===== src/rtl/jt51_pkg.sv =====
// Shared constants and types for the JT51 CPU write front end.
package jt51_pkg;

  // Global register addresses
  localparam logic [7:0] AddrTest    = 8'h01;
  localparam logic [7:0] AddrKeyon   = 8'h08;
  localparam logic [7:0] AddrNoise   = 8'h0F;
  localparam logic [7:0] AddrClkA1   = 8'h10;
  localparam logic [7:0] AddrClkA2   = 8'h11;
  localparam logic [7:0] AddrClkB    = 8'h12;
  localparam logic [7:0] AddrTimer   = 8'h14;
  localparam logic [7:0] AddrLfoFreq = 8'h18;
  localparam logic [7:0] AddrDepth   = 8'h19;
  localparam logic [7:0] AddrCtWave  = 8'h1B;

  // Slot register group base addresses
  localparam logic [7:0] BaseRl    = 8'h20;
  localparam logic [7:0] BaseKc    = 8'h28;
  localparam logic [7:0] BaseKf    = 8'h30;
  localparam logic [7:0] BasePms   = 8'h38;
  localparam logic [7:0] BaseDt1   = 8'h40;
  localparam logic [7:0] BaseTl    = 8'h60;
  localparam logic [7:0] BaseKs    = 8'h80;
  localparam logic [7:0] BaseAmsen = 8'hA0;
  localparam logic [7:0] BaseDt2   = 8'hC0;
  localparam logic [7:0] BaseD1l   = 8'hE0;

  // Bit positions in the one-hot update-group vector
  localparam int unsigned GrpRl    = 0;
  localparam int unsigned GrpKc    = 1;
  localparam int unsigned GrpKf    = 2;
  localparam int unsigned GrpPms   = 3;
  localparam int unsigned GrpDt1   = 4;
  localparam int unsigned GrpTl    = 5;
  localparam int unsigned GrpKs    = 6;
  localparam int unsigned GrpAmsen = 7;
  localparam int unsigned GrpDt2   = 8;
  localparam int unsigned GrpD1l   = 9;
  localparam int unsigned GrpKeyon = 10;
  localparam int unsigned NumGrp   = 11;

  // Handshake with the slot register stage
  typedef enum logic [1:0] {
    StIdle,
    StArmed,
    StSweep
  } hs_state_e;

endpackage


===== src/rtl/jt51_wrbus_dec.sv =====
// Combinational slot-address decoder: one-hot update group plus operator/channel.
module jt51_wrbus_dec
  import jt51_pkg::*;
(
  input  logic [7:0]        addr_i,
  input  logic [7:0]        din_i,
  output logic [NumGrp-1:0] grp_o,
  output logic [1:0]        op_o,
  output logic [2:0]        ch_o
);

  // Map the latched address onto at most one update group
  always_comb begin
    grp_o = '0;
    op_o  = 2'd0;
    ch_o  = addr_i[2:0];
    if (addr_i == AddrKeyon) begin
      grp_o[GrpKeyon] = 1'b1;
      ch_o            = din_i[2:0];
    end else if (addr_i[7:3] == BaseRl[7:3]) begin
      grp_o[GrpRl] = 1'b1;
    end else if (addr_i[7:3] == BaseKc[7:3]) begin
      grp_o[GrpKc] = 1'b1;
    end else if (addr_i[7:3] == BaseKf[7:3]) begin
      grp_o[GrpKf] = 1'b1;
    end else if (addr_i[7:3] == BasePms[7:3]) begin
      grp_o[GrpPms] = 1'b1;
    end else if (addr_i[7:5] == BaseDt1[7:5]) begin
      grp_o[GrpDt1] = 1'b1;
      op_o          = addr_i[4:3];
    end else if (addr_i[7:5] == BaseTl[7:5]) begin
      grp_o[GrpTl] = 1'b1;
      op_o         = addr_i[4:3];
    end else if (addr_i[7:5] == BaseKs[7:5]) begin
      grp_o[GrpKs] = 1'b1;
      op_o         = addr_i[4:3];
    end else if (addr_i[7:5] == BaseAmsen[7:5]) begin
      grp_o[GrpAmsen] = 1'b1;
      op_o            = addr_i[4:3];
    end else if (addr_i[7:5] == BaseDt2[7:5]) begin
      grp_o[GrpDt2] = 1'b1;
      op_o          = addr_i[4:3];
    end else if (addr_i[7:5] == BaseD1l[7:5]) begin
      grp_o[GrpD1l] = 1'b1;
      op_o          = addr_i[4:3];
    end
  end

endmodule


===== src/rtl/jt51_wrbus.sv =====
// JT51 CPU write front end: port decode, global registers, slot-update handshake, status.
module jt51_wrbus
  import jt51_pkg::*;
(
  input  logic       clk,
  input  logic       rst,
  input  logic       cen,
  input  logic       cs_n,
  input  logic       wr_n,
  input  logic       a0,
  input  logic [7:0] din,
  output logic [7:0] dout,
  input  logic       reg_busy,
  input  logic       flag_A,
  input  logic       flag_B,
  output logic [7:0] d_in,
  output logic [1:0] op,
  output logic [2:0] ch,
  output logic       up_rl,
  output logic       up_kc,
  output logic       up_kf,
  output logic       up_pms,
  output logic       up_dt1,
  output logic       up_tl,
  output logic       up_ks,
  output logic       up_amsen,
  output logic       up_dt2,
  output logic       up_d1l,
  output logic       up_keyon,
  output logic [7:0] test,
  output logic       ct1,
  output logic       ct2,
  output logic [1:0] lfo_w,
  output logic       noise_en,
  output logic [4:0] nfrq,
  output logic [9:0] value_A,
  output logic [7:0] value_B,
  output logic       csm,
  output logic       irq_en_B,
  output logic       irq_en_A,
  output logic       load_B,
  output logic       load_A,
  output logic       clr_flag_B,
  output logic       clr_flag_A,
  output logic [7:0] lfo_freq,
  output logic [6:0] amd,
  output logic [6:0] pmd
);

  logic              wr_q;
  logic              wr_act, wr_acc, addr_wr, data_wr, slot_wr, pending;
  logic [7:0]        addr_q;
  logic [NumGrp-1:0] grp, up_q;
  logic [1:0]        dec_op;
  logic [2:0]        dec_ch;
  hs_state_e         state_q;

  // A write is the rising edge of the combined strobe, sampled on every clk
  assign wr_act  = ~cs_n & ~wr_n;
  assign wr_acc  = wr_act & ~wr_q;
  assign addr_wr = wr_acc & ~a0;
  assign data_wr = wr_acc & a0;
  assign slot_wr = data_wr & (|grp);
  assign pending = (state_q != StIdle);
  assign dout    = {pending, 5'b0, flag_B, flag_A};

  jt51_wrbus_dec u_dec (
    .addr_i (addr_q),
    .din_i  (din),
    .grp_o  (grp),
    .op_o   (dec_op),
    .ch_o   (dec_ch)
  );

  // Strobe edge detect and address latch
  always_ff @(posedge clk or posedge rst) begin
    if (rst) begin
      wr_q   <= 1'b0;
      addr_q <= 8'h00;
    end else begin
      wr_q <= wr_act;
      if (addr_wr) addr_q <= din;
    end
  end

  // Slot handshake: latch on write, hold until the register stage finishes its sweep
  always_ff @(posedge clk or posedge rst) begin
    if (rst) begin
      state_q <= StIdle;
      up_q    <= '0;
      d_in    <= 8'h00;
      op      <= 2'd0;
      ch      <= 3'd0;
    end else begin
      unique case (state_q)
        StIdle: begin
          if (slot_wr) begin
            up_q    <= grp;
            d_in    <= din;
            op      <= dec_op;
            ch      <= dec_ch;
            state_q <= StArmed;
          end
        end
        StArmed: if (cen && reg_busy) state_q <= StSweep;
        StSweep: begin
          if (cen && !reg_busy) begin
            up_q    <= '0;
            state_q <= StIdle;
          end
        end
        default: state_q <= StIdle;
      endcase
    end
  end

  assign up_rl    = up_q[GrpRl];
  assign up_kc    = up_q[GrpKc];
  assign up_kf    = up_q[GrpKf];
  assign up_pms   = up_q[GrpPms];
  assign up_dt1   = up_q[GrpDt1];
  assign up_tl    = up_q[GrpTl];
  assign up_ks    = up_q[GrpKs];
  assign up_amsen = up_q[GrpAmsen];
  assign up_dt2   = up_q[GrpDt2];
  assign up_d1l   = up_q[GrpD1l];
  assign up_keyon = up_q[GrpKeyon];

  // Global registers update on the accepted clk regardless of busy
  always_ff @(posedge clk or posedge rst) begin
    if (rst) begin
      test       <= 8'h00;
      ct1        <= 1'b0;
      ct2        <= 1'b0;
      lfo_w      <= 2'd0;
      noise_en   <= 1'b0;
      nfrq       <= 5'd0;
      value_A    <= 10'd0;
      value_B    <= 8'h00;
      csm        <= 1'b0;
      irq_en_B   <= 1'b0;
      irq_en_A   <= 1'b0;
      load_B     <= 1'b0;
      load_A     <= 1'b0;
      clr_flag_B <= 1'b0;
      clr_flag_A <= 1'b0;
      lfo_freq   <= 8'h00;
      amd        <= 7'd0;
      pmd        <= 7'd0;
    end else begin
      clr_flag_B <= 1'b0;
      clr_flag_A <= 1'b0;
      if (data_wr) begin
        case (addr_q)
          AddrTest:    test <= din;
          AddrNoise: begin
            noise_en <= din[7];
            nfrq     <= din[4:0];
          end
          AddrClkA1:   value_A[9:2] <= din;
          AddrClkA2:   value_A[1:0] <= din[1:0];
          AddrClkB:    value_B <= din;
          AddrTimer: begin
            csm        <= din[7];
            clr_flag_B <= din[5];
            clr_flag_A <= din[4];
            irq_en_B   <= din[3];
            irq_en_A   <= din[2];
            load_B     <= din[1];
            load_A     <= din[0];
          end
          AddrLfoFreq: lfo_freq <= din;
          AddrDepth: begin
            if (din[7]) pmd <= din[6:0];
            else        amd <= din[6:0];
          end
          AddrCtWave: begin
            ct2   <= din[7];
            ct1   <= din[6];
            lfo_w <= din[1:0];
          end
          default: ;
        endcase
      end
    end
  end

endmodule


===== config.mk =====
export PLATFORM = sky130hd
export DESIGN_NAME = jt51_wrbus
export DESIGN_NICKNAME = d
export VERILOG_FILES = /design/src/rtl/jt51_pkg.sv /design/src/rtl/jt51_wrbus_dec.sv /design/src/rtl/jt51_wrbus.sv
export SDC_FILE = /design/constraint.sdc
export NUM_CORES = 1
export LEC_CHECK = 0
export ABC_AREA = 1
export BUFFER_PORTS_ARGS = -buffer_cell sky130_fd_sc_hd__buf_2
export CORE_ASPECT_RATIO = 0.6
export CORE_MARGIN = 2
export CORE_UTILIZATION = 54
export CTS_BUF_LIST = sky130_fd_sc_hd__clkbuf_2 sky130_fd_sc_hd__clkbuf_4 sky130_fd_sc_hd__clkbuf_8
export CTS_CLUSTER_SIZE = 25
export DETAILED_ROUTE_END_ITERATION = 8
export PLACE_DENSITY = 0.85
export SETUP_SLACK_MARGIN = 0.4
export SYNTH_ARGS = -nofsm -noshare
export SYNTH_HDL_FRONTEND = slang
export SYNTH_HIERARCHICAL = 1
export SYNTH_SLANG_ARGS = --single-unit

===== constraint.sdc =====
create_clock -name clk -period 3.25 [get_ports clk]
set_input_delay 0.325 -clock clk [delete_from_list [all_inputs] [get_ports clk]]
set_output_delay 0.325 -clock clk [all_outputs]
set_load 0.02 [all_outputs]

==> run summary <==
Hold slack: 0.141 ns
CP startpoint kind: flop
Worst reg-to-reg setup slack: 0.98 ns
Critical path class: reg -> reg
CP Max Fanout: 33
CTS Root Cell: clkbuf_8
Area contributors post-synth: dfrtp_1, nand2_1, o21ai_1
P_sw: 1170 uW
Post-route setup slack: 0.979 ns
Final cell count without fillers: 655
Hpwl dp: 6.98 mm
Period minus WS final: 2.27 ns
Nets: 563
Post-synthesis register bit count: 100
Port bufs: 104
Reg area: 2500 sq um
TritonRoute pass-1 iters: 5
Max-slew headroom: 32.0%
FMAX: 0.440 GHz
Internal power: 1980 uW
Post-DRT Antenna Nets: 0
Clock Path Buffers: 2
Worst-Margin Slew: 1.02 ns
Area share of the largest cell type after synthesis: 58.9%
Vias after detailed routing: 3,373
Hold WC Path Type: in -> reg
First-pass GRT wire length: 16.3 mm
CTS tree: built
Worst EP required: 3.48 ns
Gp weighted congestion: 0.885
Hold buffers post-CTS: 0
Row cnt: 24
Residual DRC: 0
CTS Buf Count: 9
Post_cts resized: 0
Setup Skew: 0.0128 ns
Number of distinct library cells after synthesis: 28
Post-Syn Area: 4250 sq um
RSZ-0062 raised after global routing: false
Fin util: 66.3%
Final worst-path cycle share: 69.9%
Critical R2R Capture: d_in[2]$_DFFE_PP0P_
Vias in the first global route: 3,175
Fill cells: 634
All-Layer GR Usage: 24.4%
CP Capture Type: flop
Mean area per synthesized cell: 9.41 sq um
Clk slew on worst S/H paths: 0.10 ns
Synth Instances: 451
Number of setup violations in the final report: 0
Outcome: finished clean
CTS Sinks: 100
Die X: 118 um
Dpl cells: 639
R2r worst-path depth: 10
Post-synthesis sequential area ratio: 58.9%
CP Data Arrival Time: 2.50 ns
Antenna violations before repair: 1
Max VDD drop: 0.281 mV
Starting Density: 57.0%
Place WS: 1.03 ns
Min-Delay Endpoint: wr_q$_DFF_PP0_
Ratio of cells with drive above 1 in the final layout: 29.2%
Proportion of power drawn by the clock network: 24.4%
Later-pin clock latency in the skew report: 0.36 ns
Setup TNS: 0 ns
Die ar.: 8610 sq um
RR Startpoint: addr_q[3]$_DFFE_PP0P_
N_diodes: 0
Synth area leader: dfrtp_1
WHS Path Cells: 2
Die Y: 72.7 um
Routed vias/inst: 5.15
Area grow syn2layout: 16.3%
Post-CTS setup buffer count: 0
Combined area of the multi-input logic cells: 1470 sq um
Total wire length: 9.89 mm
Largest net degree at the start of global routing: 55
Max Cap Violations: 0
Syn. warnings: 6
Final hold vios: 0
Combinational Power Share: 26.5%
Pwr dens: 637 nW/um^2
Top-level I/O count: 114
Hold Path Origin: cs_n
Gr ovfl total: 0
Sequential share of power: 49.1%
H-tree depth: 3
Core area: 7450 sq um
DRT iter0 DRCs: 367
Pins over their slew limit: 0
Wire length per cell: 15.1 um
Switching share of power: 37.2%
Leak pwr: 0.00269 uW
==> synth_stat cells (all sizes together) <==
cell type / number
nand2: 135
dfrtp: 100
o21ai: 79
nor2: 39
nand3: 32
inv: 27
buf: 21
nor3: 5
clkbuf: 4
and2: 2
nand3b: 2
nand4: 2
a22o: 1
conb: 1
nor4: 1
==> through the flow <==
| step | cell area, sq um | power [uW] |
|---|---|---|
| floorplan | 4260 | 2150 |
| global placement | 4750 | 2370 |
| detailed placement | 4750 | 2400 |
| CTS | 4940 | 3160 |
| global route | 4940 | 3310 |
| finish | 4940 | 3150 |
==> kinds of logic after synthesis <==
family,synth area share [%]
AOI/OAI and AO/OA,10.9
buffers and inverters,6.90
DFF,58.9
other,0.0883
and+or+nand+nor,23.1
==> power by group through the flow <==
stage / registers, uW / clock network, uW / logic (uW)
floorplan: 1740 / 0 / 409
global placement: 1560 / 0 / 806
detailed placement: 1570 / 0 / 835
CTS: 1540 / 778 / 839
global route: 1570 / 836 / 909
finish: 1540 / 767 / 834
==> cell type report <==
| class | count | area share, % |
|---|---|---|
| clock buffer | 9 | 2.51 |
| clock inverter | 7 | 1.37 |
| inverter | 27 | 2.18 |
| multi-input combinational | 303 | 29.7 |
| sequential | 100 | 50.7 |
| tap | 104 | 2.64 |
| timing repair buffer | 105 | 10.9 |
==> layout by cell type, fill, tap and decap left out <==
cell | netlist | routed
nor2_2 | 4 | 4
inv_2 | 3 | 3
nor4_1 | 1 | 1
dfrtp_1 | 100 | 100
nand3_4 | 1 | 1
nand2_1 | 126 | 126
and2_1 | 2 | 2
nand3b_1 | 1 | 1
inv_1 | 23 | 22
inv_4 | 1 | 1
nor3_1 | 5 | 5
nand2_4 | 2 | 2
clkinv_2 | 0 | 1
a22o_1 | 1 | 1
o21ai_1 | 42 | 42
nand3b_2 | 1 | 1
nand2_2 | 7 | 7
clkinv_4 | 0 | 1
o21ai_2 | 16 | 16
clkbuf_8 | 0 | 9
nand4_1 | 2 | 2
buf_2 | 4 | 104
nor2_1 | 31 | 31
o21ai_0 | 21 | 21
inv_6 | 0 | 3
conb_1 | 1 | 5
clkinv_8 | 0 | 1
nand3_1 | 31 | 31
clkinvlp_4 | 0 | 1
nor2_8 | 1 | 1
nor2_4 | 3 | 3
buf_12 | 0 | 1
inv_8 | 0 | 1
==> how the worst max path moves through the flow <==
stage | slack [ns] | depth (start not counted) | from | to
2_1_floorplan | 1.57 | 10 | addr_q[6]$_DFFE_PP0P_ | d_in[1]$_DFFE_PP0P_
3_3_place_gp | 1.15 | 9 | addr_q[4]$_DFFE_PP0P_ | d_in[1]$_DFFE_PP0P_
3_5_place_dp | 1.03 | 9 | addr_q[6]$_DFFE_PP0P_ | d_in[2]$_DFFE_PP0P_
4_1_cts | 1.00 | 9 | addr_q[6]$_DFFE_PP0P_ | d_in[2]$_DFFE_PP0P_
5_1_grt | 0.69 | 9 | addr_q[6]$_DFFE_PP0P_ | d_in[2]$_DFFE_PP0P_
6_report | 0.98 | 10 | addr_q[3]$_DFFE_PP0P_ | d_in[2]$_DFFE_PP0P_
==> layer usage <==
metal | global-route usage [%] | share of wire (%) | vias to the layer above | routed length [um]
met2 | 36.9 | 45 | 121 | 4460
met3 | 8.67 | 8.8 | 2 | 868
met5 | 0 | 0 | - | 0
met4 | 3.70 | 0.20 | 0 | 20
met1 | 35.2 | 46 | 1611 | 4540
li1 | - | - | 1639 | -
==> registers in the layout, indices dropped and copies added (netlist names), 2 cells and up <==
| name | cells |
|---|---|
| addr_q | 8 |
| amd | 7 |
| ch | 3 |
| d_in | 8 |
| lfo_freq | 8 |
| lfo_w | 2 |
| nfrq | 5 |
| op | 2 |
| pmd | 7 |
| state_q | 2 |
| test | 8 |
| up_q | 11 |
| value_A | 10 |
| value_B | 8 |
==> worst max-delay path: stages (launching register included) <==
cell and delay (ns):
dfrtp_1 0.53, nand2_1 0.16, nor2_4 0.16, and2_1 0.18
inv_1 0.04, nand2_1 0.06, nor2_1 0.04, nand2_1 0.39
nand2_4 0.34, nand2_1 0.18, o21ai_2 0.06
No activity file was read; power rests on OpenSTA's default activity.
